==> src/rtl/servo_shadow_regs.sv <==
// servo_shadow_regs: double-buffered servo set-point registers.
// Writes land one channel at a time in a shadow bank; a commit moves every
// channel into the active bank on the same edge, optionally held off until the
// PWM period-boundary strobe, so downstream PWM never sees a mixed set.

// Per-channel slice: one shadow register, one active register, one dirty flag.
module servo_shadow_chan #(
    parameter int               WIDTH     = 8,
    parameter logic [WIDTH-1:0] RESET_VAL = '0
) (
    input  logic             clk,
    input  logic             reset,
    input  logic             clr,
    input  logic             wr,
    input  logic             xfer,
    input  logic [WIDTH-1:0] wr_data,
    output logic [WIDTH-1:0] active,
    output logic             dirty
);
    logic [WIDTH-1:0] shadow;

    // Shadow/active update; active takes the pre-edge shadow, so a write in a
    // transfer cycle lands in shadow only and keeps its dirty flag set.
    always_ff @(posedge clk) begin
        if (reset) begin
            shadow <= RESET_VAL;
            active <= RESET_VAL;
            dirty  <= 1'b0;
        end else if (clr) begin
            shadow <= RESET_VAL;
            dirty  <= 1'b0;
        end else begin
            if (xfer)
                active <= shadow;
            if (wr) begin
                shadow <= wr_data;
                dirty  <= 1'b1;
            end else if (xfer) begin
                dirty  <= 1'b0;
            end
        end
    end
endmodule

module servo_shadow_regs #(
    parameter int               WIDTH     = 8,
    parameter int               CHANNELS  = 4,
    parameter logic [WIDTH-1:0] RESET_VAL = '0,
    parameter int               IMMEDIATE = 0,
    localparam int              AW        = (CHANNELS > 1) ? $clog2(CHANNELS) : 1
) (
    input  logic                      clk,
    input  logic                      reset,
    input  logic                      wr_en,
    input  logic [AW-1:0]             wr_addr,
    input  logic [WIDTH-1:0]          wr_data,
    input  logic                      clr,
    input  logic                      commit,
    input  logic                      sync,
    output logic [CHANNELS*WIDTH-1:0] active_out,
    output logic [CHANNELS-1:0]       dirty,
    output logic                      pending,
    output logic                      committed
);
    logic                               addr_ok;
    logic                               wr_hit;
    logic                               xfer;
    logic [CHANNELS-1:0]                sel;
    logic [CHANNELS-1:0][WIDTH-1:0]     act;

    // Out-of-range addresses are dropped entirely; clr masks writes.
    assign addr_ok = ({1'b0, wr_addr} < (AW+1)'(CHANNELS));
    assign wr_hit  = wr_en & addr_ok & ~clr;

    // Transfer fires on commit directly in immediate mode, otherwise on the
    // first sync that sees an armed (or same-cycle) commit.
    assign xfer = ~clr & ((IMMEDIATE != 0) ? commit : ((pending | commit) & sync));

    genvar k;
    generate
        for (k = 0; k < CHANNELS; k++) begin : g_chan
            assign sel[k] = wr_hit & (wr_addr == AW'(k));

            servo_shadow_chan #(
                .WIDTH     (WIDTH),
                .RESET_VAL (RESET_VAL)
            ) u_chan (
                .clk     (clk),
                .reset   (reset),
                .clr     (clr),
                .wr      (sel[k]),
                .xfer    (xfer),
                .wr_data (wr_data),
                .active  (act[k]),
                .dirty   (dirty[k])
            );
        end
    endgenerate

    // Packed channel array flattens so channel k sits at [k*WIDTH +: WIDTH].
    assign active_out = act;

    // Arm/disarm: a commit consumed by a transfer does not re-arm, and
    // immediate mode never arms at all.
    always_ff @(posedge clk) begin
        if (reset)
            pending <= 1'b0;
        else if (clr || xfer || (IMMEDIATE != 0))
            pending <= 1'b0;
        else if (commit)
            pending <= 1'b1;
    end

    // One-cycle strobe aligned with the edge that updates active_out.
    always_ff @(posedge clk) begin
        if (reset)
            committed <= 1'b0;
        else
            committed <= xfer;
    end
endmodule

==> config.mk <==
export PLATFORM = sky130hd
export DESIGN_NAME = servo_shadow_regs
export DESIGN_NICKNAME = d
export VERILOG_FILES = /design/src/rtl/servo_shadow_regs.sv
export SDC_FILE = /design/constraint.sdc
export NUM_CORES = 1
export LEC_CHECK = 0
export ABC_CLOCK_PERIOD_IN_PS = 1100
export BUFFER_PORTS_ARGS = -buffer_cell sky130_fd_sc_hd__buf_2
export CAP_MARGIN = 15
export CORE_ASPECT_RATIO = 0.8
export CORE_MARGIN = 3
export CORE_UTILIZATION = 49
export CTS_CLUSTER_SIZE = 24
export DETAILED_ROUTE_END_ITERATION = 12
export PLACE_DENSITY = 0.75
export SETUP_SLACK_MARGIN = 0.2
export SLEW_MARGIN = 25
export SYNTH_ARGS = -nofsm -noshare
export SYNTH_HDL_FRONTEND = slang
export SYNTH_SLANG_ARGS = --single-unit
==> constraint.sdc <==
create_clock -name clk -period 1.1 [get_ports clk]
set_input_delay 0.11 -clock clk [delete_from_list [all_inputs] [get_ports clk]]
set_output_delay 0.11 -clock clk [all_outputs]
set_load 0.02 [all_outputs]
# After elaboration in Yosys (flattened, before gate mapping)
# Cells that the tools add are included.
totals:
  reg_bits: 70
  latchBits: 0
  ramBits: 0
  mem_bits_ro: 0
  input_bits: 16
  output_inout_bits: 38
  elab_cells: 40
  mem_count: 0
classes:
  add_sub_neg: 0
  mul: 0
  n_div: 0
  order_cmp: 0
  n_eq_ne: 3
  shifts: 0
  muxes: 5
  bitwise: 9
  reduce_logical: 9
op_table:
  columns: ["cell", "count"]
  rows:
  - ["$reduce_bool A2 Y1", 4]
  - ["$and A1 B1 Y1", 7]
  - ["$mux W1", 5]
  - ["$eq A2 B2 Y1 const B", 2]
  - ["$reduce_or A2 Y1", 2]
  - ["$eq A2 B1 Y1 const B", 1]
  - ["$logic_not A2 Y1", 1]
  - ["$reduce_and A2 Y1", 1]
  - ["$logic_or A1 B1 Y1", 1]
  - ["$not A1 Y1", 1]
  - ["$or A1 B1 Y1", 1]

# Depth between registers and ports, before layout
depth:
  ltp_word: 5
  ltp_mapped: 5

# Cells and area by module
# From an unflattened synthesis, not the netlist that was laid out.
hier_totals:
  hier_cells: 270
  hier_area_um2: 2881.5
modules_own_cells:
  columns: ["mod", "instances", "cells_per_inst", "area_each_um2", "seq_area_each_um2"]
  rows:
  - ["servo_shadow_chan", 4, 65, 689.4, 340.3]
  - ["servo_shadow_regs", 1, 10, 123.9, 40.0]

# Worst setup path before layout
# No wires, ideal clock.
synth_timing:
  path_type: "register to register"
  startpoint: "register pending"
  endpoint: "register g_chan[0].u_chan.active[0]"
  setup_ns: 0.072
  t_arrival_ns: 1.187
  required_time_ns: 1.028
  path_slack_ns: -0.159
  path_stages_with_launch: 5
  path_buffers: 1
  period_less_slack_ns: 1.259
  cell_sequence: "dfxtp_1 > nor2_1 > nor2_2 > buf_4 > mux2i_1"
synth_via:
  elab_chain_len: 4
synth_rtl:
  columns: ["item", "line", "text"]
  rows:
  - ["start: declaration", "62", "output logic pending,"]
  - ["start signal: assignment", "107", "pending <= 1'b0;"]
  - ["start signal: assignment", "109", "pending <= 1'b0;"]
  - ["start signal: assignment", "111", "pending <= 1'b1;"]
  - ["$or A1 B1 Y1", "77", "assign xfer = ~clr & ((IMMEDIATE != 0) ? commit : ((pending | commit) & sync));"]
  - ["$and A1 B1 Y1 (2 in a row)", "77", null]
  - ["$reduce_and A2 Y1 (no line)", null, null]
  - ["end signal: assignment", "34", "active <= shadow;"]
  - ["end: declaration", "17", "output logic [WIDTH-1:0] active,"]
# Every way passes these cells.
# A chain may end at the register's enable or synchronous reset.

# Worst setup path after layout
layout_timing:
  startpoint: "register pending"
  endpoint: "register g_chan[1].u_chan.active[0]"
layout_via:
  elab_chain_len: 4
layout_rtl:
  columns: ["item", "line"]
  rows:
  - ["$or A1 B1 Y1", "77"]
  - ["$and A1 B1 Y1 (2 in a row)", "77"]
  - ["$reduce_and A2 Y1 (no line)", null]
  - ["end signal: assignment", "34"]
  - ["end: declaration", "17"]
# Every way passes these cells.

==> impl_metrics.csv <==
group,metric,value,unit
floorplan,start_util,0.5301,
clock_network,numCtsBuffers,9,
worst_setup_path,critPathMostFrequentCell,"nor2_4",
sta,min_period,1.030,ns
synth,ys_warn_count,0,
worst_setup_path,max_stage_delay,0.35,ns
synth,syn_area_per_cell,9.792,um2
drt,drc_errors,0,
power_and_ir_drop,vdd_drop_max,0.7911,mV
placed_design,hpwl,3735,um
floorplan,die_area,6578,um2
global_routing,grt_pass1_wl,9901,um
placed_design,placed_area,3176,um2
clock_network,cts.sinks,70,
drt,wl,5969,um
sta,finClkSkew,0.005488,ns
global_routing,grt_pass1_vias,2075,
sta,fin_crit_sh,0.9360,
final_layout,mostFrequentLayoutCells,"nand2b_1 (65), buf_6 (38), dfxtp_2 (37)",
synth,synthesis.nets,298,
final_layout,final-instance-count-excl-fill,435,
drt,ant_nets,0,
sta,rsz0062_at_grt,"yes",
power_and_ir_drop,switching_share,0.2210,
global_routing,antenna_found_initial,0,
synth,yosys.cell_types.count,22,
clock_network,clkSlewWorstSetupHoldPaths,0.07,ns
worst_setup_path,crit_fanout,15,
sta,hold_viol_final,0,
drt,routed_via_density,4.982,
drt,drt-initial-drc-count,138,
sta,setup_viol,0,
drt,vias,2167,
final_layout,fillers,391,
power_and_ir_drop,p_int,3.642,mW
floorplan,die_w,89.93,um
worst_setup_path,worstPathArrival,1.28,ns
clock_network,worstSkewPairLatency,0.33,ns
placed_design,dp_cells,397,
worst_setup_path,cpMaxStageDelayCell,"dfxtp_4",
floorplan,core,5209,um2
power_and_ir_drop,power.switching,1.033,mW
final_layout,area_growth,38.56,%
outcome,outcome,"finished, final reports clean",
sta,slew-limit-headroom,0.8345,
drt,wl_per_cell,13.72,um
clock_network,cts_tree,"done",
power_and_ir_drop,power_density,1222,nW/um2
final_layout,drive_above_1_share,0.4361,
final_layout,final_core_util,0.7346,
placed_design,gp_congestion,0.7778,
worst_setup_path,worstPathRequired,1.35,ns
synth,synthCells,282,
sta,fmax,0.9712,GHz
min_path,hp-class,"in2reg",
placed_design,io_buffer_count,53,
final_layout,area.sequential,1451,um2
final_layout,finalInstanceArea,3826,um2
global_routing,grt_max_degree,59,
final_layout,n_antenna_cell,0,
floorplan,placementRows,23,
power_and_ir_drop,p_seq_frac,0.547,
final_layout,multi_input_area,1280,um2
sta,slew_violations,0,
worst_setup_path,path_cells,"nor2_4 > nor2_4 > buf_12 > mux2i_2",
final_layout,layout_commonest_cell,"nand2b_1",
global_routing,grt_overflow,0,
worst_setup_path,crit_path_start_kind,"register",
floorplan,dieHeight,73.15,um
clock_network,cts.htree.levels,3,
drt,dr.pass1.iters,4,
sta,tightest_slew,0.2477,ns
power_and_ir_drop,p_leak,1.440,nW
final_layout,fin_nets,372,
power_and_ir_drop,clock_power_share,0.380,
synth,ys_ff_latch,70,
floorplan,ios,54,
power_and_ir_drop,comb_power_share,0.073,
clock_network,cts_root_buf,"clkbuf_8",
synth,ys_seq_area_frac,0.5075,
synth,syn_area,2761,um2
run,max_cap_violations,0,
worst_setup_path,worstSetupPathType,"reg2reg",
global_routing,track_usage,0.1935,
worst_setup_path,end_kind,"register",
clock_network,cts_max_path_buffers,2,
==> critical path: cells and delay by family, from the launching register on <==
kind          cells  cell delay (ns)
flops             1             0.35
mux               1             0.22
buf+inv           1             0.19
simple gates      2             0.17
==> cell type report <==
type	instances	share of cell area
well taps	75	0.02453
flip-flops and latches	70	0.3793
multi-input cells	188	0.3345
clock buffers	14	0.04251
clock inverters	1	0.001308
repair buffers	87	0.2178
==> per-layer routing <==
layer / part of all wire / global-route usage / vias up
met4: 0.011 / 0.05942 / 0
li1: - / - / 1104
met2: 0.49 / 0.3125 / 51
met5: 0 / 0 / -
met3: 0.045 / 0.06907 / 7
met1: 0.45 / 0.2465 / 1005
==> power groups by stage <==
stage | combinational, mW | clock, mW | sequential, mW
6_report | 0.340 | 1.78 | 2.56
5_1_grt | 0.367 | 1.93 | 2.56
4_1_cts | 0.320 | 1.82 | 2.56
3_5_place_dp | 0.303 | 0 | 2.61
3_3_place_gp | 0.301 | 0 | 2.61
2_1_floorplan | 0.190 | 0 | 2.62
==> flip-flops by register name, summed over array words and instances (netlist names) <==
| name | count |
|---|---|
| pending | 1 |
| g_chan.u_chan.shadow | 32 |
| g_chan.u_chan.dirty | 4 |
| committed | 1 |
| g_chan.u_chan.active | 32 |
==> cell usage after synthesis, drive strengths merged <==
library cell,instances,area share
nor2,3,0.0050
buf,13,0.032
nand4bb,2,0.0082
or2,1,0.0023
nand3,32,0.060
dfxtp,70,0.51
nand2b,65,0.15
o21ai,36,0.076
mux2i,32,0.12
clkbuf,12,0.016
nand4b,1,0.0032
nor3,2,0.0036
nand2,8,0.011
a21oi,4,0.0086
or4b,1,0.0036
==> per-stage QoR <==
stage | setup slack, ns | setup TNS (ns) | total power, mW | hold slack, ns
after global placement | -0.1155 | -0.9356 | 2.915 | 0.2993
after global routing | -0.001523 | -0.001523 | 4.857 | 0.1083
after floorplan | -0.01920 | -0.01920 | 2.807 | 0.1794
final | 0.07038 | 0 | 4.675 | 0.1151
after CTS | 0.08546 | 0 | 4.697 | 0.1021
after detailed placement | -0.1389 | -1.583 | 2.917 | 0.2956
==> cells by family after synthesis <==
| kind of cell | count (synthesis) | share of synthesized area |
|---|---|---|
| AOI/OAI and AO/OA | 40 | 0.08473 |
| muxes | 32 | 0.1160 |
| DFF | 70 | 0.5075 |
| buffers and inverters | 25 | 0.04803 |
| and+or+nand+nor | 115 | 0.2438 |
==> final timing paths <==
kind	start	to	slack [ns]	cells past startpoint
max	pending	g_chan[1].u_chan.active[0]	0.07	4
min	wr_data[1]	g_chan[0].u_chan.shadow[1]	0.12	3
max reg2reg	pending	g_chan[1].u_chan.active[0]	0.07	4
min reg2reg	g_chan[2].u_chan.shadow[4]	g_chan[2].u_chan.active[4]	0.47	2
==> what timing repair did <==
| action | CTS | global route |
|---|---|---|
| setup endpoints to repair | 70 | 81 |
| cloned | 0 | 1 |
| hold buffers | 1 | 0 |
| gates resized for setup | 108 | 17 |
| buffers inserted | 10 | 11 |
| endpoints found under the hold margin | 1 | 0 |
| pin swaps | 0 | 3 |
(Power assumes the default switching activity.)
